<file path="src/rtl/hit_detector_pkg.sv">
// hit_detector_pkg: shared FSM state encoding and default screen geometry for the hit detector
// Ports: none (package). Provides state_t plus DEF_H_ACTIVE / DEF_V_ACTIVE.
package hit_detector_pkg;
   typedef enum logic [1:0] {
      SYNC = 2'd0,
      SCAN = 2'd1,
      EVAL = 2'd2
   } state_t;
   localparam int DEF_H_ACTIVE = 640;
   localparam int DEF_V_ACTIVE = 480;
endpackage

</file>
<file path="src/rtl/pixel_advance_detect.sv">
// pixel_advance_detect: registers the pixel coordinates and strobes once per newly presented pixel
// Ports: clk_calculation, reset (sync, active-high); x, y, pixel_valid in; new_pixel out (combinational).
module pixel_advance_detect (
   input  logic       clk_calculation,
   input  logic       reset,
   input  logic [9:0] x,
   input  logic [9:0] y,
   input  logic       pixel_valid,
   output logic       new_pixel
);
   logic [9:0] x_q, x_d, y_q, y_d;
   always_comb begin
      x_d = x;
      y_d = y;
   end
   // 10'h3FF lies outside any active area, so the first pixel after reset always reads as new
   always_ff @(posedge clk_calculation) begin
      if (reset) begin
         x_q <= 10'h3FF;
         y_q <= 10'h3FF;
      end else begin
         x_q <= x_d;
         y_q <= y_d;
      end
   end
   assign new_pixel = pixel_valid && (x != x_q || y != y_q);
endmodule

</file>
<file path="src/rtl/player_hit_detector.sv">
// player_hit_detector: counts player/attack overlap pixels per frame and reports a hit verdict
// Ports: clk_calculation, reset (sync, active-high); x, y, pixel_valid give the scanned pixel;
//        player_signal, attack_signal, attack_enable classify it; is_trigger_player and
//        hit_pixel_count hold the last evaluated frame; frame_done pulses in the evaluation cycle.
// Option: define PLAYER_IFRAME_EN to mask hits for IFRAME_FRAMES evaluations after each hit.
module player_hit_detector
   import hit_detector_pkg::*;
#(
   parameter int H_ACTIVE      = DEF_H_ACTIVE,
   parameter int V_ACTIVE      = DEF_V_ACTIVE,
   parameter int MIN_OVERLAP   = 4,
   parameter int IFRAME_FRAMES = 30,
   parameter int COUNT_WIDTH   = 12
) (
   input  logic                   clk_calculation,
   input  logic                   reset,
   input  logic [9:0]             x,
   input  logic [9:0]             y,
   input  logic                   pixel_valid,
   input  logic                   player_signal,
   input  logic                   attack_signal,
   input  logic                   attack_enable,
   output logic                   is_trigger_player,
   output logic [COUNT_WIDTH-1:0] hit_pixel_count,
   output logic                   frame_done
);
   state_t                 state_q, state_d;
   logic [COUNT_WIDTH-1:0] cnt_q, cnt_d, hit_pixel_count_q, hit_pixel_count_d;
   logic                   is_trigger_player_q, is_trigger_player_d;
   logic                   new_pixel, at_first, at_last, overlap, hit;

   if (MIN_OVERLAP < 1 || MIN_OVERLAP > 4095 || IFRAME_FRAMES < 0) begin : g_bad_cfg
      $error("player_hit_detector: MIN_OVERLAP or IFRAME_FRAMES out of range");
   end

   pixel_advance_detect u_adv (
      .clk_calculation (clk_calculation),
      .reset           (reset),
      .x               (x),
      .y               (y),
      .pixel_valid     (pixel_valid),
      .new_pixel       (new_pixel)
   );

   assign at_first = new_pixel && x == '0 && y == '0;
   assign at_last  = new_pixel && x == 10'(H_ACTIVE - 1) && y == 10'(V_ACTIVE - 1);
   assign overlap  = player_signal && attack_signal && attack_enable;
   assign hit      = cnt_q >= COUNT_WIDTH'(MIN_OVERLAP);

`ifdef PLAYER_IFRAME_EN
   localparam int IW = $clog2(IFRAME_FRAMES + 2);
   logic [IW-1:0] iframe_q, iframe_d;
`endif

   always_ff @(posedge clk_calculation) begin
      if (reset) state_q <= SYNC;
      else       state_q <= state_d;
   end

   always_comb begin
      state_d = state_q;
      case (state_q)
         SYNC:    state_d = at_first ? SCAN : SYNC;
         SCAN:    state_d = at_last ? EVAL : SCAN;
         default: state_d = SYNC;
      endcase
   end

   // A (0,0) pixel seen in SYNC or mid-SCAN starts a fresh count that already includes that pixel
   always_comb begin
      cnt_d               = cnt_q;
      hit_pixel_count_d   = hit_pixel_count_q;
      is_trigger_player_d = is_trigger_player_q;
`ifdef PLAYER_IFRAME_EN
      iframe_d            = iframe_q;
`endif
      if (state_q == EVAL) begin
         cnt_d             = '0;
         hit_pixel_count_d = cnt_q;
`ifdef PLAYER_IFRAME_EN
         is_trigger_player_d = hit && iframe_q == '0;
         iframe_d            = iframe_q != '0 ? iframe_q - 1'b1 : hit ? IW'(IFRAME_FRAMES) : '0;
`else
         is_trigger_player_d = hit;
`endif
      end else if (at_first) cnt_d = overlap ? COUNT_WIDTH'(1) : '0;
      else if (state_q == SCAN && new_pixel && overlap && cnt_q != '1) cnt_d = cnt_q + 1'b1;
   end

   always_ff @(posedge clk_calculation) begin
      if (reset) begin
         cnt_q               <= '0;
         hit_pixel_count_q   <= '0;
         is_trigger_player_q <= 1'b0;
`ifdef PLAYER_IFRAME_EN
         iframe_q            <= '0;
`endif
      end else begin
         cnt_q               <= cnt_d;
         hit_pixel_count_q   <= hit_pixel_count_d;
         is_trigger_player_q <= is_trigger_player_d;
`ifdef PLAYER_IFRAME_EN
         iframe_q            <= iframe_d;
`endif
      end
   end

   assign frame_done        = state_q == EVAL;
   assign hit_pixel_count   = hit_pixel_count_q;
   assign is_trigger_player = is_trigger_player_q;
endmodule

</file>
<file path="config.mk">
export PLATFORM = sky130hd
export DESIGN_NAME = player_hit_detector
export DESIGN_NICKNAME = d
export VERILOG_FILES = /design/src/rtl/hit_detector_pkg.sv /design/src/rtl/pixel_advance_detect.sv /design/src/rtl/player_hit_detector.sv
export SDC_FILE = /design/constraint.sdc
export NUM_CORES = 1
export LEC_CHECK = 0
export BUFFER_PORTS_ARGS = -buffer_cell sky130_fd_sc_hd__buf_2
export CAP_MARGIN = 20
export CELL_PAD_IN_SITES_DETAIL_PLACEMENT = 2
export CELL_PAD_IN_SITES_GLOBAL_PLACEMENT = 2
export CORE_ASPECT_RATIO = 2
export CORE_UTILIZATION = 25
export DETAILED_ROUTE_END_ITERATION = 8
export PLACE_DENSITY_LB_ADDON = 0.1
export SYNTH_ARGS = -nofsm -noshare
export SYNTH_HDL_FRONTEND = slang
export SYNTH_SLANG_ARGS = --single-unit
</file>
<file path="constraint.sdc">
create_clock -name clk_calculation -period 4.7 [get_ports clk_calculation]
set_clock_uncertainty 0.1 [all_clocks]
set_input_delay 0.705 -clock clk_calculation [delete_from_list [all_inputs] [get_ports clk_calculation]]
set_output_delay 0.705 -clock clk_calculation [all_outputs]
set_load 0.03 [all_outputs]
</file>
==> results of run 1 <==
critical path: stages, from the launching register on:
cell,delay [ps]
dfxtp_1,340
inv_1,70
nand2_1,430
clkinv_1,190
buf_4,240
buf_2,190
path summary, 6_finish.rpt:
check,endpoint,slack (ps),cells after the start
hold reg to reg,hit_pixel_count[11],350,2
setup reg to reg,cnt_q[5],2290,6
setup / recovery,frame_done,2130,5
hold / removal,hit_pixel_count[11],350,2
cell usage in the layout (no fill, tap or decap), types with 2 or more instances in the layout:
cell type  count
dfxtp_1       47
buf_2         39
nand2_1       35
xor2_1        21
or2_2         20
a21oi_1       19
nor4_1        11
nor2_1        10
nand4_1        8
o31ai_1        7
or4_1          7
nand3_1        6
inv_1          5
clkbuf_16      5
o211ai_1       4
o21ai_0        3
nor3_1         3
buf_4          3
and3_1         2
and4_1         2
a41oi_1        2
ha_1           2
kinds of logic after synthesis:
logic type	Yosys count	synth area share, %
AND/OR/NAND/NOR	112	29.4
adder cells (fa/ha/maj)	2	1.17
AO/OA/AOI/OAI	44	13.2
flip-flops	47	44.0
buffers and inverters	18	3.57
XOR/XNOR	21	8.61
sequential cells by signal, indices dropped and copies added (netlist names):
name and flops:
hit_pixel_count 12, u_adv.y_q 10, cnt_q 12, is_trigger_player 1
u_adv.x_q 10, state_q 2
per-stage QoR:
step | std cells | cell area [µm²]
final | 381 | 2600
after global routing | 381 | 2600
after CTS | 381 | 2600
after detailed placement | 373 | 2430
after global placement | 373 | 2430
after floorplan | 244 | 2140
cell type report:
cell class | instances | area, µm²
fillers | 990 | 5690
multi-input cells | 179 | 1120
clock buffers | 6 | 139
flip-flops and latches | 47 | 941
clock inverters | 2 | 35.0
inverters | 7 | 26.3
repair buffers | 42 | 218
well taps | 98 | 123
metal layers:
layer / vias up / global-route usage (%) / routed length, µm
li1: 938 / - / -
met1: 943 / 16.0 / 2420
met2: 31 / 32.8 / 4050
met3: 6 / 2.84 / 157
met4: 0 / 6.38 / 120
met5: - / 0 / 0
power by group:
group          internal [W]  switching, W  total (W)
Clock              0.000265      0.000158   0.000423
Combinational     0.0000242     0.0000339  0.0000581
Sequential         0.000407    0.00000379   0.000411
==> results.py, run 1 <==
metrics = {
    "status": {
        "outcome": "finished clean",
    },
    "die": {
        "ios": 40,
        "start_util_pct": 25.8,
        "die-area_um2": 8940,
        "core_area_um2": 8290,
        "die_w_um": 67.4,
        "die_height_um": 133,
        "rows": 47,
    },
    "pwr": {
        "p_total_w": 0.000892,
        "powerDensity_nw_per_um2": 343,
        "power.leakage_nw": 0.943,
        "peakVddDrop_uv": 146,
    },
    "critical_path": {
        "crit_path_max_fanout": 16,
        "path_class": "flip-flop to output pin",
        "worstPathRequired_ps": 3890,
        "reg2reg_from": "state_q[0]",
        "setup.worst_path.start": "state_q[0]",
        "startpoint_type": "flip-flop",
        "endpoint_kind": "output pin",
        "crit_arrival_ps": 1760,
    },
    "synthesis": {
        "ys_seq_area_share_pct": 44.0,
        "synth_flop_cell": "dfxtp_1",
        "synth_area_um2": 2140,
        "synth_seq_cells": 47,
        "yosysTopAreaCell": "dfxtp_1",
        "synth_nets": 272,
        "synth_top_area_share_pct": 44.0,
        "synth.area.top_cells": "dfxtp_1 44%, xor2_1 8.6%, nand2_1 6.1%, or2_2 5.9%, a21oi_1 4.4%",
        "ys_top_cells_by_count": "47 x dfxtp_1, 35 x nand2_1, 21 x xor2_1",
        "synth_edf_count": 0,
        "synth_cells": 244,
        "yosys_warnings": 0,
        "synthArstFlopShare_pct": 0,
        "synth.distinct_cells": 42,
        "synth.avg_cell_area_um2": 8.76,
        "synth_most_common_cell": "dfxtp_1",
    },
    "grt": {
        "grt_use_total_pct": 16.7,
        "grt_pass1_wl_mm": 10.7,
        "antenna_found_initial": 0,
        "grt_pass1_vias": 2018,
        "grt-ovfl-total": 0,
        "grt_max_degree": 38,
    },
    "place": {
        "gp_congestion": 0.763,
        "io_buffer_count": 39,
        "place_ws_ps": 2040,
        "dp_hpwl_mm": 5.11,
    },
    "detailed_routing": {
        "drt-wirelength-per-cell_um": 17.7,
        "vias": 1918,
        "viasPerCell": 5.03,
        "ant_nets": 0,
        "drt_wl_total_mm": 6.75,
        "drt_iter0_drc": 60,
        "drc": 0,
        "dr.pass1.iters": 4,
    },
    "timing": {
        "hold_ws_ps": 355,
        "slew_violations": 0,
        "tightestPinTransition_ps": 561,
        "setup_viol": 0,
        "min_period_ps": 2570,
        "setup_tns_ps": 0,
        "finalCritPeriodShare_pct": 54.6,
        "hold_viol": 0,
        "max_freq_mhz": 390,
        "setup_slack_ps": 2130,
        "rsz0062_at_grt": "no",
        "slew_headroom_pct": 62.5,
    },
    "clocking": {
        "cts_max_path_buffers": 2,
        "postCtsSetupBuffers": 0,
        "htreeDepth": 2,
        "ctsHoldBuffers": 0,
        "cts_buffers": 5,
        "clockRootBuffer": "clkbuf_16",
        "cts_resized": 0,
        "cts_tree": "done",
        "cts.sinks": 47,
        "clk_pin_slew_ps": 70,
        "clock_latency_ps": 290,
    },
    "cells_and_area": {
        "num_antenna_cells": 0,
        "nets": 310,
        "drive_above_1_share_pct": 27.2,
        "layout-area-overhead-vs-synth_pct": 21.7,
        "finish.utilization_pct": 31.4,
    },
    "worst_hold_path": {
        "worstHoldPathType": "flip-flop to flip-flop",
        "hp-start": "hit_pixel_count[11]",
    },
    "run": {
        "cap_violations": 0,
    },
}
Note: power is estimated with default switching activity, not from simulation.
==> run 2: changes to the inputs <==
Clock period 4.7 ns to 2.49 ns, I/O delays scaled along.
==> run 2 against run 1 <==
First-iteration DRC count fell by 32%. Sequential power up 89%. Cell count rose by 1.8%. Sequential cell count did not move. Largest cell class unchanged.
==> results.py, run 2 (same netlist as run 1, synthesis figures left out) <==
metrics = {
    "pwr": {
        "switching_share_pct": 22.4,
        "peakVddDrop_uv": 350,
        "powerDensity_nw_per_um2": 593,
        "p_total_w": 0.00156,
        "p_sw_w": 0.000349,
        "power.leakage_nw": 0.969,
        "p_int_w": 0.00121,
        "seqPwrFrac_pct": 49.8,
        "combPwrFrac_pct": 7.2,
        "p_clk_share_pct": 43.1,
    },
    "critical_path": {
        "worstPathRequired_ps": 2610,
        "crit_path_max_fanout": 6,
        "endpoint_kind": "flip-flop",
        "startpoint_type": "flip-flop",
        "path_class": "flip-flop to flip-flop",
        "crit_arrival_ps": 2260,
    },
    "place": {
        "dpl_cell_area_um2": 2490,
        "io_buffer_count": 39,
        "dp_hpwl_mm": 5.31,
        "gp_congestion": 0.740,
        "place_ws_ps": 242,
    },
    "status": {
        "outcome": "finished clean",
    },
    "timing": {
        "rsz0062_at_grt": "no",
        "setup_slack_ps": 344,
        "hold_viol": 0,
        "slew_headroom_pct": 72.0,
        "setup_viol": 0,
        "min_period_ps": 2150,
        "slew_violations": 0,
        "tightestPinTransition_ps": 415,
        "max_freq_mhz": 466,
        "hold_ws_ps": 221,
        "finalCritPeriodShare_pct": 86.2,
        "setup_tns_ps": 0,
    },
    "clocking": {
        "cts_buffers": 5,
        "cts_resized": 0,
        "cts_max_path_buffers": 2,
        "clk_pin_slew_ps": 60,
        "htreeDepth": 2,
        "clockRootBuffer": "clkbuf_16",
        "postCtsSetupBuffers": 0,
        "clock_latency_ps": 290,
        "cts_tree": "done",
        "ctsHoldBuffers": 0,
        "cts.sinks": 47,
    },
    "cells_and_area": {
        "layout-area-overhead-vs-synth_pct": 23.1,
        "design_area_um2": 2630,
        "final_common_cell": "dfxtp_1",
        "num_antenna_cells": 0,
        "multi_input_area_um2": 1120,
        "nets": 318,
        "seqCellArea_um2": 941,
        "drive_above_1_share_pct": 29.0,
        "fill_cells": 988,
        "layout_common_cells": "47 x dfxtp_1, 39 x buf_2, 35 x nand2_1, 21 x xor2_1, 20 x or2_2",
    },
    "worst_hold_path": {
        "worstHoldPathType": "input port to flip-flop",
    },
    "grt": {
        "grt_pass1_vias": 2086,
        "grt_use_total_pct": 16.6,
        "grt-ovfl-total": 0,
        "grt_pass1_wl_mm": 10.8,
        "grt_max_degree": 21,
        "antenna_found_initial": 0,
    },
    "die": {
        "core_area_um2": 8290,
        "start_util_pct": 25.8,
        "die_height_um": 133,
        "die_w_um": 67.4,
        "die-area_um2": 8940,
        "ios": 40,
        "rows": 47,
    },
    "detailed_routing": {
        "drt_wl_total_mm": 6.69,
        "drc": 0,
        "ant_nets": 0,
        "vias": 1944,
        "viasPerCell": 5.01,
        "drt-wirelength-per-cell_um": 17.2,
        "drt_iter0_drc": 41,
        "dr.pass1.iters": 4,
    },
    "run": {
        "cap_violations": 0,
    },
}
-- run 2: cell count changes in the layout (fill, tap and decap cells not counted), sizes merged --
| cell | previous run | this run |
|---|---|---|
| buf | 42 | 50 |
| bufinv | 1 | 0 |
-- run 2: final timing paths --
kind                 startpoint                  to  slack (ps)  cells past startpoint
min reg2reg  hit_pixel_count[8]  hit_pixel_count[8]         360                      2
min                        x[7]        u_adv.x_q[7]         220                      2
max reg2reg            cnt_q[1]            cnt_q[9]         340                      7
max                    cnt_q[1]            cnt_q[9]         340                      7
-- run 2: per-layer routing --
layer	wire length [µm]	GRT usage (%)	part of all wire [%]	up-vias
met4	101	5.67	1.5	0
met3	166	2.67	2.5	6
met2	4020	32.8	60	33
li1	-	-	-	953
met5	0	0	0	-
met1	2410	15.9	36	952
-- run 2: cell type report --
type	instances	share of cell area (%)
clock buffers	6	5.28
flip-flops and latches	47	35.8
multi-input cells	179	42.6
clock inverters	1	0.190
well taps	98	4.66
repair buffers	50	10.6
inverters	7	0.999
-- run 2: power groups by stage --
stage	registers, W	logic, W	clock network (W)
after floorplan	0.000792	0.0000566	0
after global placement	0.000793	0.000114	0
after detailed placement	0.000793	0.000116	0
after CTS	0.000776	0.000117	0.000705
after global routing	0.000777	0.000126	0.000728
final	0.000776	0.000112	0.000672
-- run 2: through the flow --
stage | utilization (%) | instances
after floorplan | - | 244
after global placement | 30.0 | 381
after detailed placement | 30.0 | 381
after CTS | 31.7 | 388
after global routing | 31.7 | 388
final | 31.7 | 388
-- run 2: critical path: stages, from the launching register on --
cell and delay (ps):
dfxtp_1 360, ha_1 220, and2_1 220, and4_4 220, nor4_4 330, inv_2 80, or4_1 410, a21oi_1 140
==> run 3: changes to the inputs <==
Settings changed: CELL_PAD_IN_SITES_DETAIL_PLACEMENT 2 to unset, CELL_PAD_IN_SITES_GLOBAL_PLACEMENT 2 to unset, PLACE_DENSITY_LB_ADDON 0.1 to unset.
==> run 3 against run 2 <==
Core utilization down 0.44 points. Register-to-register slack better by 90 ps. Largest power group unchanged. Sequential share of layout area up 0.50 points. Highest routed layer unchanged. Sequential cell count unchanged.
==> results.py, run 3 (same netlist as run 1, synthesis figures left out) <==
metrics = {
    "clocking": {
        "cts_tree": "done",
        "cts_resized": 0,
        "cts.sinks": 47,
        "cts_max_path_buffers": 2,
        "cts_buffers": 5,
        "postCtsSetupBuffers": 0,
        "clock_latency_ps": 290,
        "htreeDepth": 2,
        "clockRootBuffer": "clkbuf_16",
        "ctsHoldBuffers": 0,
        "clk_pin_slew_ps": 60,
    },
    "pwr": {
        "p_clk_share_pct": 42.7,
        "p_int_w": 0.00118,
        "peakVddDrop_uv": 502,
        "seqPwrFrac_pct": 50.6,
        "powerDensity_nw_per_um2": 592,
        "combPwrFrac_pct": 6.7,
        "p_sw_w": 0.000352,
        "switching_share_pct": 22.9,
        "power.leakage_nw": 0.937,
    },
    "run": {
        "cap_violations": 0,
    },
    "place": {
        "io_buffer_count": 39,
        "gp_congestion": 0.851,
        "dp.cells": 376,
        "dp_hpwl_mm": 4.09,
    },
    "timing": {
        "rsz0062_at_grt": "no",
        "min_period_ps": 2060,
        "hold_viol": 0,
        "tightestPinTransition_ps": 449,
        "max_freq_mhz": 486,
        "finalCritPeriodShare_pct": 82.7,
        "setup_tns_ps": 0,
        "setup_viol": 0,
        "slew_headroom_pct": 69.9,
        "slew_violations": 0,
        "hold_ws_ps": 208,
    },
    "grt": {
        "antenna_found_initial": 0,
        "grt_pass1_wl_mm": 8.53,
        "grt_max_degree": 24,
        "grt-ovfl-total": 0,
        "grt_pass1_vias": 1812,
        "grt_use_total_pct": 13.1,
    },
    "die": {
        "rows": 47,
        "die-area_um2": 8940,
        "start_util_pct": 25.8,
        "ios": 40,
        "die_w_um": 67.4,
        "die_height_um": 133,
        "core_area_um2": 8290,
    },
    "critical_path": {
        "startpoint_type": "flip-flop",
        "crit_arrival_ps": 2190,
        "worstPathRequired_ps": 2620,
        "crit_path_max_fanout": 6,
        "slowest_delay_ps": 410,
        "cpMaxStageDelayCell": "or4_1",
        "endpoint_kind": "flip-flop",
        "path_class": "flip-flop to flip-flop",
        "crit_chain": "ha_1 > and2_1 > and4_4 > nor4_4 > inv_2 > or4_1 > a21oi_1",
    },
    "cells_and_area": {
        "layout-area-overhead-vs-synth_pct": 21.4,
        "fin_cells": 384,
        "nets": 313,
        "final_common_cell": "dfxtp_1",
        "drive_above_1_share_pct": 28.0,
        "finish.utilization_pct": 31.3,
        "num_antenna_cells": 0,
        "layout_common_cells": "47 x dfxtp_1, 39 x buf_2, 35 x nand2_1, 21 x xor2_1, 20 x or2_2",
    },
    "status": {
        "outcome": "finished clean",
    },
    "detailed_routing": {
        "drt-wirelength-per-cell_um": 13.5,
        "vias": 1856,
        "dr.pass1.iters": 7,
        "viasPerCell": 4.83,
        "drc": 0,
        "ant_nets": 0,
        "drt_iter0_drc": 45,
        "drt_wl_total_mm": 5.17,
    },
    "worst_hold_path": {
        "worstHoldPathType": "input port to flip-flop",
    },
}
==> run 3: cell types whose count changed in the layout (fill, tap and decap cells not counted) <==
cell and delta:
buf_4 -5, clkinvlp_4 +2, clkbuf_8 -1
==> run 3: stage by stage <==
| stage | setup WS [ps] | cell area [µm²] | total power (W) |
|---|---|---|---|
| after detailed placement | 315 | 2450 | 0.000899 |
| after global placement | 327 | 2450 | 0.000897 |
| after global routing | 337 | 2590 | 0.00159 |
| final | 431 | 2590 | 0.00154 |
| after CTS | 421 | 2590 | 0.00155 |
| after floorplan | 585 | 2140 | 0.000849 |
==> run 3: area by class of cell <==
| class | count | area, µm² |
|---|---|---|
| fill | 874 | 5700 |
| multi-input combinational | 179 | 1120 |
| sequential | 47 | 941 |
| timing repair buffer | 45 | 240 |
| clock buffer | 5 | 125 |
| tap | 98 | 123 |
| inverter | 7 | 26.3 |
| clock inverter | 3 | 20.0 |
==> run 3: final timing paths <==
check	start	endpoint	slack, ps	depth (start not counted)
worst max-delay path	cnt_q[1]	cnt_q[9]	430	7
worst min-delay path	x[7]	u_adv.x_q[7]	210	2
worst max register to register	cnt_q[1]	cnt_q[9]	430	7
worst min register to register	hit_pixel_count[1]	hit_pixel_count[1]	350	2
==> run 3: per-layer routing <==
layer,global-route usage (%),share of wire [%],vias to the layer above
li1,-,-,948
met2,24.9,58,55
met4,6.03,2.1,0
met3,2.84,4.8,6
met5,0,0,-
met1,12.4,35,847
==> run 3: power by group through the flow <==
| stage | Clock (W) | Combinational, W | Sequential, W |
|---|---|---|---|
| after floorplan | 0 | 0.0000566 | 0.000792 |
| after global placement | 0 | 0.000104 | 0.000793 |
| after detailed placement | 0 | 0.000106 | 0.000794 |
| after CTS | 0.000671 | 0.000106 | 0.000777 |
| after global routing | 0.000702 | 0.000115 | 0.000778 |
| final | 0.000656 | 0.000103 | 0.000777 |
==> run 3: critical path: cells and delay by family (launching register included) <==
kind / cells / cell delay (ps)
AOI/OAI and AO/OA: 1 / 140
adders and majority gates: 1 / 200
buffers and inverters: 1 / 70
DFF: 1 / 350
and+or+nand+nor: 4 / 1120
